<file path="src/rtl/piso_tx_if.sv">
// ----------------------------------------------------------------------------
// piso_tx_if -- load/serial-out bundle for the piso_tx serialiser.
//
// Signals:
//   load     : request to accept pi as a new word        (master -> slave)
//   pi       : parallel word, WIDTH bits                  (master -> slave)
//   ready    : a load is accepted this cycle if asserted  (slave  -> master)
//   so       : serial data, one bit per clk               (slave  -> master)
//   so_valid : so carries a word bit                      (slave  -> master)
//   done     : pulse with the last bit of a word          (slave  -> master)
//
// Modports: master = word producer / serial consumer, slave = piso_tx.
// ----------------------------------------------------------------------------
interface piso_tx_if #(
    parameter int WIDTH = 4
);
    logic             load;
    logic [WIDTH-1:0] pi;
    logic             ready;
    logic             so;
    logic             so_valid;
    logic             done;

    modport master (
        output load, pi,
        input  ready, so, so_valid, done
    );

    modport slave (
        input  load, pi,
        output ready, so, so_valid, done
    );
endinterface

</file>
<file path="src/rtl/piso_tx.sv">
// ----------------------------------------------------------------------------
// piso_tx -- parallel-in / serial-out transmitter.
//
// A word on bus.pi is captured when bus.load and bus.ready are both high at a
// rising clk edge. It is then shifted out on bus.so one bit per cycle,
// starting the cycle after the accepting edge. bus.done marks the last bit.
// A new word may be accepted on the last-bit cycle, so consecutive words
// stream with no gap.
//
// Parameters:
//   WIDTH     : parallel word width, 2..32
//   MSB_FIRST : 1 = bit WIDTH-1 leaves first, 0 = bit 0 leaves first
//
// Ports:
//   clk   : clock, rising edge
//   rst_n : synchronous active-low reset
//   bus   : piso_tx_if slave modport (load, pi, ready, so, so_valid, done)
// ----------------------------------------------------------------------------
module piso_tx #(
    parameter int WIDTH     = 4,
    parameter bit MSB_FIRST = 1'b1
) (
    input  logic        clk,
    input  logic        rst_n,
    piso_tx_if.slave    bus
);

    localparam int             CW    = $clog2(WIDTH);
    localparam logic [CW-1:0]  LAST  = CW'(WIDTH - 1);
    localparam int             FIRST = MSB_FIRST ? WIDTH - 1 : 0;

    typedef enum logic {
        IDLE  = 1'b0,
        SHIFT = 1'b1
    } state_t;

    state_t           state;
    logic [WIDTH-1:0] sr;
    logic [CW-1:0]    cnt;
    logic [WIDTH-1:0] sr_shifted;
    logic             last;
    logic             accept;

    // Last bit of the current word: the only SHIFT cycle that can take a load.
    assign last   = (state == SHIFT) && (cnt == LAST);
    assign accept = bus.load && bus.ready;

    // Vacated position is always filled with 0.
    always_comb begin
        sr_shifted = '0;
        if (MSB_FIRST)
            sr_shifted = {sr[WIDTH-2:0], 1'b0};
        else
            sr_shifted = {1'b0, sr[WIDTH-1:1]};
    end

    // NOTE: sequential state uses non-blocking assignments so every register
    // samples pre-edge values; the reset branch is synchronous (checked only
    // inside the clocked block) and also wins over a simultaneous load.
    always_ff @(posedge clk) begin
        if (!rst_n) begin
            state <= IDLE;
            sr    <= '0;
            cnt   <= '0;
        end else if (accept) begin
            // Covers both a load from IDLE and the back-to-back case.
            state <= SHIFT;
            sr    <= bus.pi;
            cnt   <= '0;
        end else if (state == SHIFT) begin
            sr <= sr_shifted;
            if (last) begin
                state <= IDLE;
                cnt   <= '0;
            end else begin
                cnt <= cnt + 1'b1;
            end
        end
    end

    // Outputs are pure decodes of registered state; ready is deliberately
    // combinational so a last-bit cycle can accept the next word.
    assign bus.ready    = (state == IDLE) || last;
    assign bus.so       = (state == SHIFT) ? sr[FIRST] : 1'b0;
    assign bus.so_valid = (state == SHIFT);
    assign bus.done     = last;

endmodule

</file>
<file path="src/flat_wrapper.sv">
// flat-port wrapper written by rule: the top's interface ports become plain ports
module piso_tx_flat 
#(
    parameter int WIDTH     = 4,
    parameter bit MSB_FIRST = 1'b1
)
  (clk, rst_n, bus_load, bus_pi, bus_ready, bus_so, bus_so_valid, bus_done);
  piso_tx_if #(.WIDTH(WIDTH)) bus_i ();
  input  logic clk;
  input  logic rst_n;
  input wire logic [$bits(bus_i.load)-1:0] bus_load;
  input wire logic [$bits(bus_i.pi)-1:0] bus_pi;
  output wire logic [$bits(bus_i.ready)-1:0] bus_ready;
  output wire logic [$bits(bus_i.so)-1:0] bus_so;
  output wire logic [$bits(bus_i.so_valid)-1:0] bus_so_valid;
  output wire logic [$bits(bus_i.done)-1:0] bus_done;
  assign bus_i.load = bus_load;
  assign bus_i.pi = bus_pi;
  assign bus_ready = bus_i.ready;
  assign bus_so = bus_i.so;
  assign bus_so_valid = bus_i.so_valid;
  assign bus_done = bus_i.done;
  piso_tx #(.WIDTH(WIDTH), .MSB_FIRST(MSB_FIRST)) u_core (.clk(clk), .rst_n(rst_n), .bus(bus_i));
endmodule
</file>
<file path="config.mk">
export PLATFORM = sky130hd
export DESIGN_NAME = piso_tx_flat
export DESIGN_NICKNAME = d
export VERILOG_FILES = /design/src/rtl/piso_tx_if.sv /design/src/rtl/piso_tx.sv /design/src/flat_wrapper.sv
export SDC_FILE = /design/constraint.sdc
export NUM_CORES = 1
export LEC_CHECK = 0
export CELL_PAD_IN_SITES_DETAIL_PLACEMENT = 1
export CELL_PAD_IN_SITES_GLOBAL_PLACEMENT = 1
export CORE_AREA = 4 4 41 43
export CTS_CLUSTER_SIZE = 24
export DETAILED_ROUTE_END_ITERATION = 10
export DIE_AREA = 0 0 45 47
export GPL_ROUTABILITY_DRIVEN = 0
export GPL_TIMING_DRIVEN = 1
export PLACE_DENSITY = 0.72
export SETUP_SLACK_MARGIN = 0.2
export SYNTH_ARGS = -nofsm -noshare
export SYNTH_HDL_FRONTEND = slang
export SYNTH_SLANG_ARGS = --single-unit
</file>
<file path="constraint.sdc">
create_clock -name clk -period 1.4 [get_ports clk]
set_input_delay 0.35 -clock clk [delete_from_list [all_inputs] [get_ports clk]]
set_output_delay 0.35 -clock clk [all_outputs]
set_load 0.005 [all_outputs]
</file>
* After elaboration in Yosys (flattened, before gate mapping)
Index checks and enable logic that the tools add are counted.
** Storage, ports and cells
- Input port bits :: 7
- Logic and storage cells :: 19
- Output and inout port bits :: 4
- Register bits :: 7
** Cells by class
- Muxes and demuxes :: 7
- Bitwise gates (word level) :: 2
- Eq/ne operators :: 1
- $add $sub $neg :: 1
- Reductions and logical operators :: 5
** Operators with widths (number)
- $mux W4 :: 2
- $mux W1 :: 4
- $add A2 B1 Y2 const B :: 1
- $eq A2 B2 Y1 const B :: 1
- $logic_and A1 B1 Y1 :: 2
- $mux W2 :: 1
- $not A1 Y1 :: 2
- $reduce_bool A2 Y1 :: 1
- $reduce_or A2 Y1 :: 1
- $logic_or A1 B1 Y1 :: 1

* Depth between registers and ports, before layout
- Depth in word-level cells :: 5
- Depth in mapped cells :: 4
- Mapped depth without buffers :: 4

* Worst setup path after synthesis
OpenSTA, ideal clock, no wires.
- Kind :: reg-to-reg
- Start :: register u_core.cnt[0]
- End :: register u_core.sr[1]
- Path buffers :: 0
- Path slack :: 0.322 ns
- Library setup time :: 0.119 ns
- Required time :: 1.281 ns
- Arrival :: 0.959 ns
- Cell stages (with the launch flop) :: 5
- Period minus slack after synthesis :: 1.078 ns
- Cells stage by stage :: dfxtp_1 ha_1 a21bo_1 o221ai_1 nor2_1
** Between the ends
- Word-level cells in the longest chain between the ends :: 5
- Elaborated cells between the ends (all ways) :: 6
- Those cells by class :: eq/ne: 1; mux: 1; reduce/logical: 4
** Ends and longest elaborated chain
- start: declaration :: RTL line piso_tx.sv:39 : logic [CW-1:0] cnt;
- start signal: assignment :: RTL line piso_tx.sv:76 : cnt <= cnt + 1'b1;
- $eq A2 B2 Y1 * :: RTL line piso_tx.sv:45 : assign last = (state == SHIFT) && (cnt == LAST);
- $logic_and A1 B1 Y1 * :: RTL line piso_tx.sv:45
- $logic_or A1 B1 Y1 * :: RTL line piso_tx.sv:83 : assign bus.ready = (state == IDLE) || last;
- $logic_and A1 B1 Y1 * :: RTL line piso_tx.sv:46 : assign accept = bus.load && bus.ready;
- $mux W4 / $reduce_bool A2 Y1 (equally long branches)
- end signal: assignment :: RTL line piso_tx.sv:68 : sr <= bus.pi;
- end signal: assignment :: RTL line piso_tx.sv:71 : sr <= sr_shifted;
- end: declaration :: RTL line piso_tx.sv:38 : logic [WIDTH-1:0] sr;
Every way passes the cells marked *; elsewhere a longest branch is shown, timed or not.
A chain may end at the register's enable or synchronous reset.

* Final worst setup path
- Start :: register u_core.cnt[0]
- End :: output bus_ready
** Between the ends
- Word-level cells in the longest chain between the ends :: 3
** Ends and longest elaborated chain
- $eq A2 B2 Y1 :: RTL line piso_tx.sv:45
- $logic_and A1 B1 Y1 :: RTL line piso_tx.sv:45
- $logic_or A1 B1 Y1 :: RTL line piso_tx.sv:83
- end: declaration :: RTL line flat_wrapper.sv:13 : output wire logic [$bits(bus_i.ready)-1:0] bus_ready;
Every way passes these cells.

==> impl_results.md <==
* Status: finished, final reports clean
* WL met1 at 451 um
* CTS clk-pin slew, worst paths at 50 ps
* Crit-path max cell delay at 340 ps
* Ys async rst share at 0%
* Total Power at 0.523 mW
* Die X at 45 um
* DRC errors left at 0
* Worst-skew pair later-pin latency at 250 ps
* Mean area per synthesized cell at 9.29 um2
* Share of cells above drive strength 1 at 51.6%
* Net count after synthesis at 48
* Total routed wirelength at 1070 um
* Uppermost layer routed: met4
* Reg2Reg Setup Slack at 110 ps
* Hold Crit Start: u_core.cnt[1]
* Lkg Pwr at 0.267 nW
* CTS tree: built
* Routed Antenna Nets at 0
* Setup TNS at 0 ps
* Starting DRT DRC Count at 3
* Most used DFF post-synth: dfxtp_1
* Post-DP HPWL at 727 um
* Clk root buf: clkbuf_4
* Max VDD drop at 0.381 mV
* # clock sinks at 7
* Top post-synthesis cells by area: dfxtp_1, o221ai_1, a211oi_1, buf_6, and2_1
* Hold Path End: u_core.cnt[1]
* CP endpoint kind: primary output
* FF+latch count, synth at 7
* Row count at 13
* Register area share after synthesis at 37.7%
* Clk_skew at 2.16 ps
* Netlist cell types at 21
* Core Util, Final at 48.8%
* Fmax at 743 MHz
* Worst path cell trace: ha_4 > nand2b_4 > buf_6
* CTS buffer count at 3
* Final min period at 1350 ps
* Met3 WL post-DR at 49 um
* Total core area at 0.00130 mm2
* I/O pin cnt at 11
* H-tree depth at 1
* Initial antenna violation count at 0
* RSZ-0062 raised after global routing: true
* Routed WL per cell at 13.8 um
* # fillers at 159
* Worst-Margin Slew at 302 ps
* Cell with the most instances after synthesis: dfxtp_1
* Worst hold path class: flip-flop to flip-flop
* Pre-CTS WS at -282 ps
* Final worst path period share at 96.1%
* ANT cells at 0
* # setup viols final at 0
* Pre-antenna DRT Iters at 2
* Starting Density at 28.6%
* WP data arrival at 1000 ps
* Hold Crit Depth at 2
* Rel. slew slack at 79.8%
* Worst EP required at 1050 ps
* Vias in the first global route at 372
* Leading area contributor after synthesis: dfxtp_1
* RR Startpoint: u_core.cnt[0]
* CP max FO at 3
* Crit-path slowest cell: dfxtp_2
* End of the worst register-to-register path: u_core.sr[1]
* Layout Nets at 71
* R2r worst-path depth at 6
* Vias per inst at 4.91
* GRT Util Overall at 12.0%
* Final number of hold-violating endpoints at 0
* Setup WS post-layout at 54.6 ps
* Power Dens Cells at 825 mW/mm2
* MaxCap Viol Count at 0
* Synthesized area at 372 um2
* Setup CP Type: flip-flop to primary output
* First-pass GRT wire length at 1780 um
* Yosys top cell area share at 37.7%
* Yosys warnings at 0
* Most frequent cells after synthesis: dfxtp_1, nor2_1
* P&R area growth vs syn at 70.7%
* Port-buffer cells at 10
* Slew Viols, Final at 0
* Setup crit start kind: flip-flop
* Die area at 0.00212 mm2
* Die Height at 47 um
* Post-synth EDFFs at 0
* Largest net degree at the start of global routing at 11
* Mapped Cells at 40
* Bufs on Longest Clock Path at 2
* Met2 WL at 543 um
* DR vias at 378
* Remaining global-route overflow at 0
[power by group]
group	switching, mW	internal (mW)	leakage (nW)
combinational	0.0454	0.0688	0.193
clock	0.0750	0.109	0.0150
sequential	0.0119	0.214	0.0591
total	0.132	0.391	0.267
[layout make-up]
cell class                 instances  area, um2  share of cell area [%]
inverter                           1       3.75                   0.592
timing repair buffer              20        176                    27.8
multi-input combinational         30        263                    41.4
tap                               15       18.8                    2.96
clock buffer                       4       26.3                    4.14
sequential                         7        146                    23.1
[registers in the layout, indices dropped and copies added, names as in the netlist]
signal               cells
u_core.bus.so_valid      1
u_core.cnt               2
u_core.sr                4
[worst max-delay path: cells and delay by family, from the launching register on]
| family | cells | cell delay (ps) |
|---|---|---|
| and+or+nand+nor | 1 | 140 |
| adders and majority gates | 1 | 160 |
| buffers and inverters | 1 | 110 |
| DFF | 1 | 340 |
[what timing repair did]
| item | 4_1_cts | 5_1_grt |
|---|---|---|
| hold buffers | 0 | 0 |
| setup endpoints to repair | 10 | 9 |
| buffers inserted | 2 | 3 |
| pin swaps | 5 | 8 |
| resized for setup | 26 | 12 |
[layout by cell type, fill, tap and decap left out, drive strengths merged, types with 2 or more instances in the layout]
cell / Yosys / routed
and2b: 2 / 2
nor2b: 3 / 3
a211oi: 3 / 3
nor2: 5 / 5
buf: 2 / 13
dfxtp: 7 / 7
clkdlybuf4s50: 0 / 5
and2: 3 / 3
clkbuf: 0 / 6
o221ai: 3 / 3
[per-stage QoR]
stage,hold WS [ps],cells,area (um2)
floorplan,472,40,372
global placement,499,68,505
detailed placement,513,68,505
CTS,546,74,576
global route,570,77,634
finish,546,77,634
[metal layers]
layer  GRT usage, %  vias to the layer above
li1               -                      192
met1           15.6                      173
met2           18.4                        9
met3           2.68                        4
met4           7.02                        0
met5              0                        -
[worst max path at each step]
stage	start	endpoint	slack, ps	cells past startpoint
floorplan	u_core.cnt[0]	u_core.sr[1]	320	4
global placement	bus_load	u_core.sr[1]	-220	4
detailed placement	bus_load	u_core.sr[1]	-280	4
CTS	u_core.cnt[0]	bus_ready	60	3
global route	u_core.cnt[0]	bus_ready	20	3
finish	u_core.cnt[0]	bus_ready	50	3
[cells by family after synthesis]
family                   after synthesis  synth area share [%]
AO/OA/AOI/OAI                         11                  22.9
flip-flops                             7                  37.7
buffers and inverters                  3                  7.07
adder cells (fa/ha/maj)                1                  3.37
AND/OR/NAND/NOR                       17                  26.3
multiplexers                           1                  2.69
No activity file was read; power rests on OpenSTA's default activity.
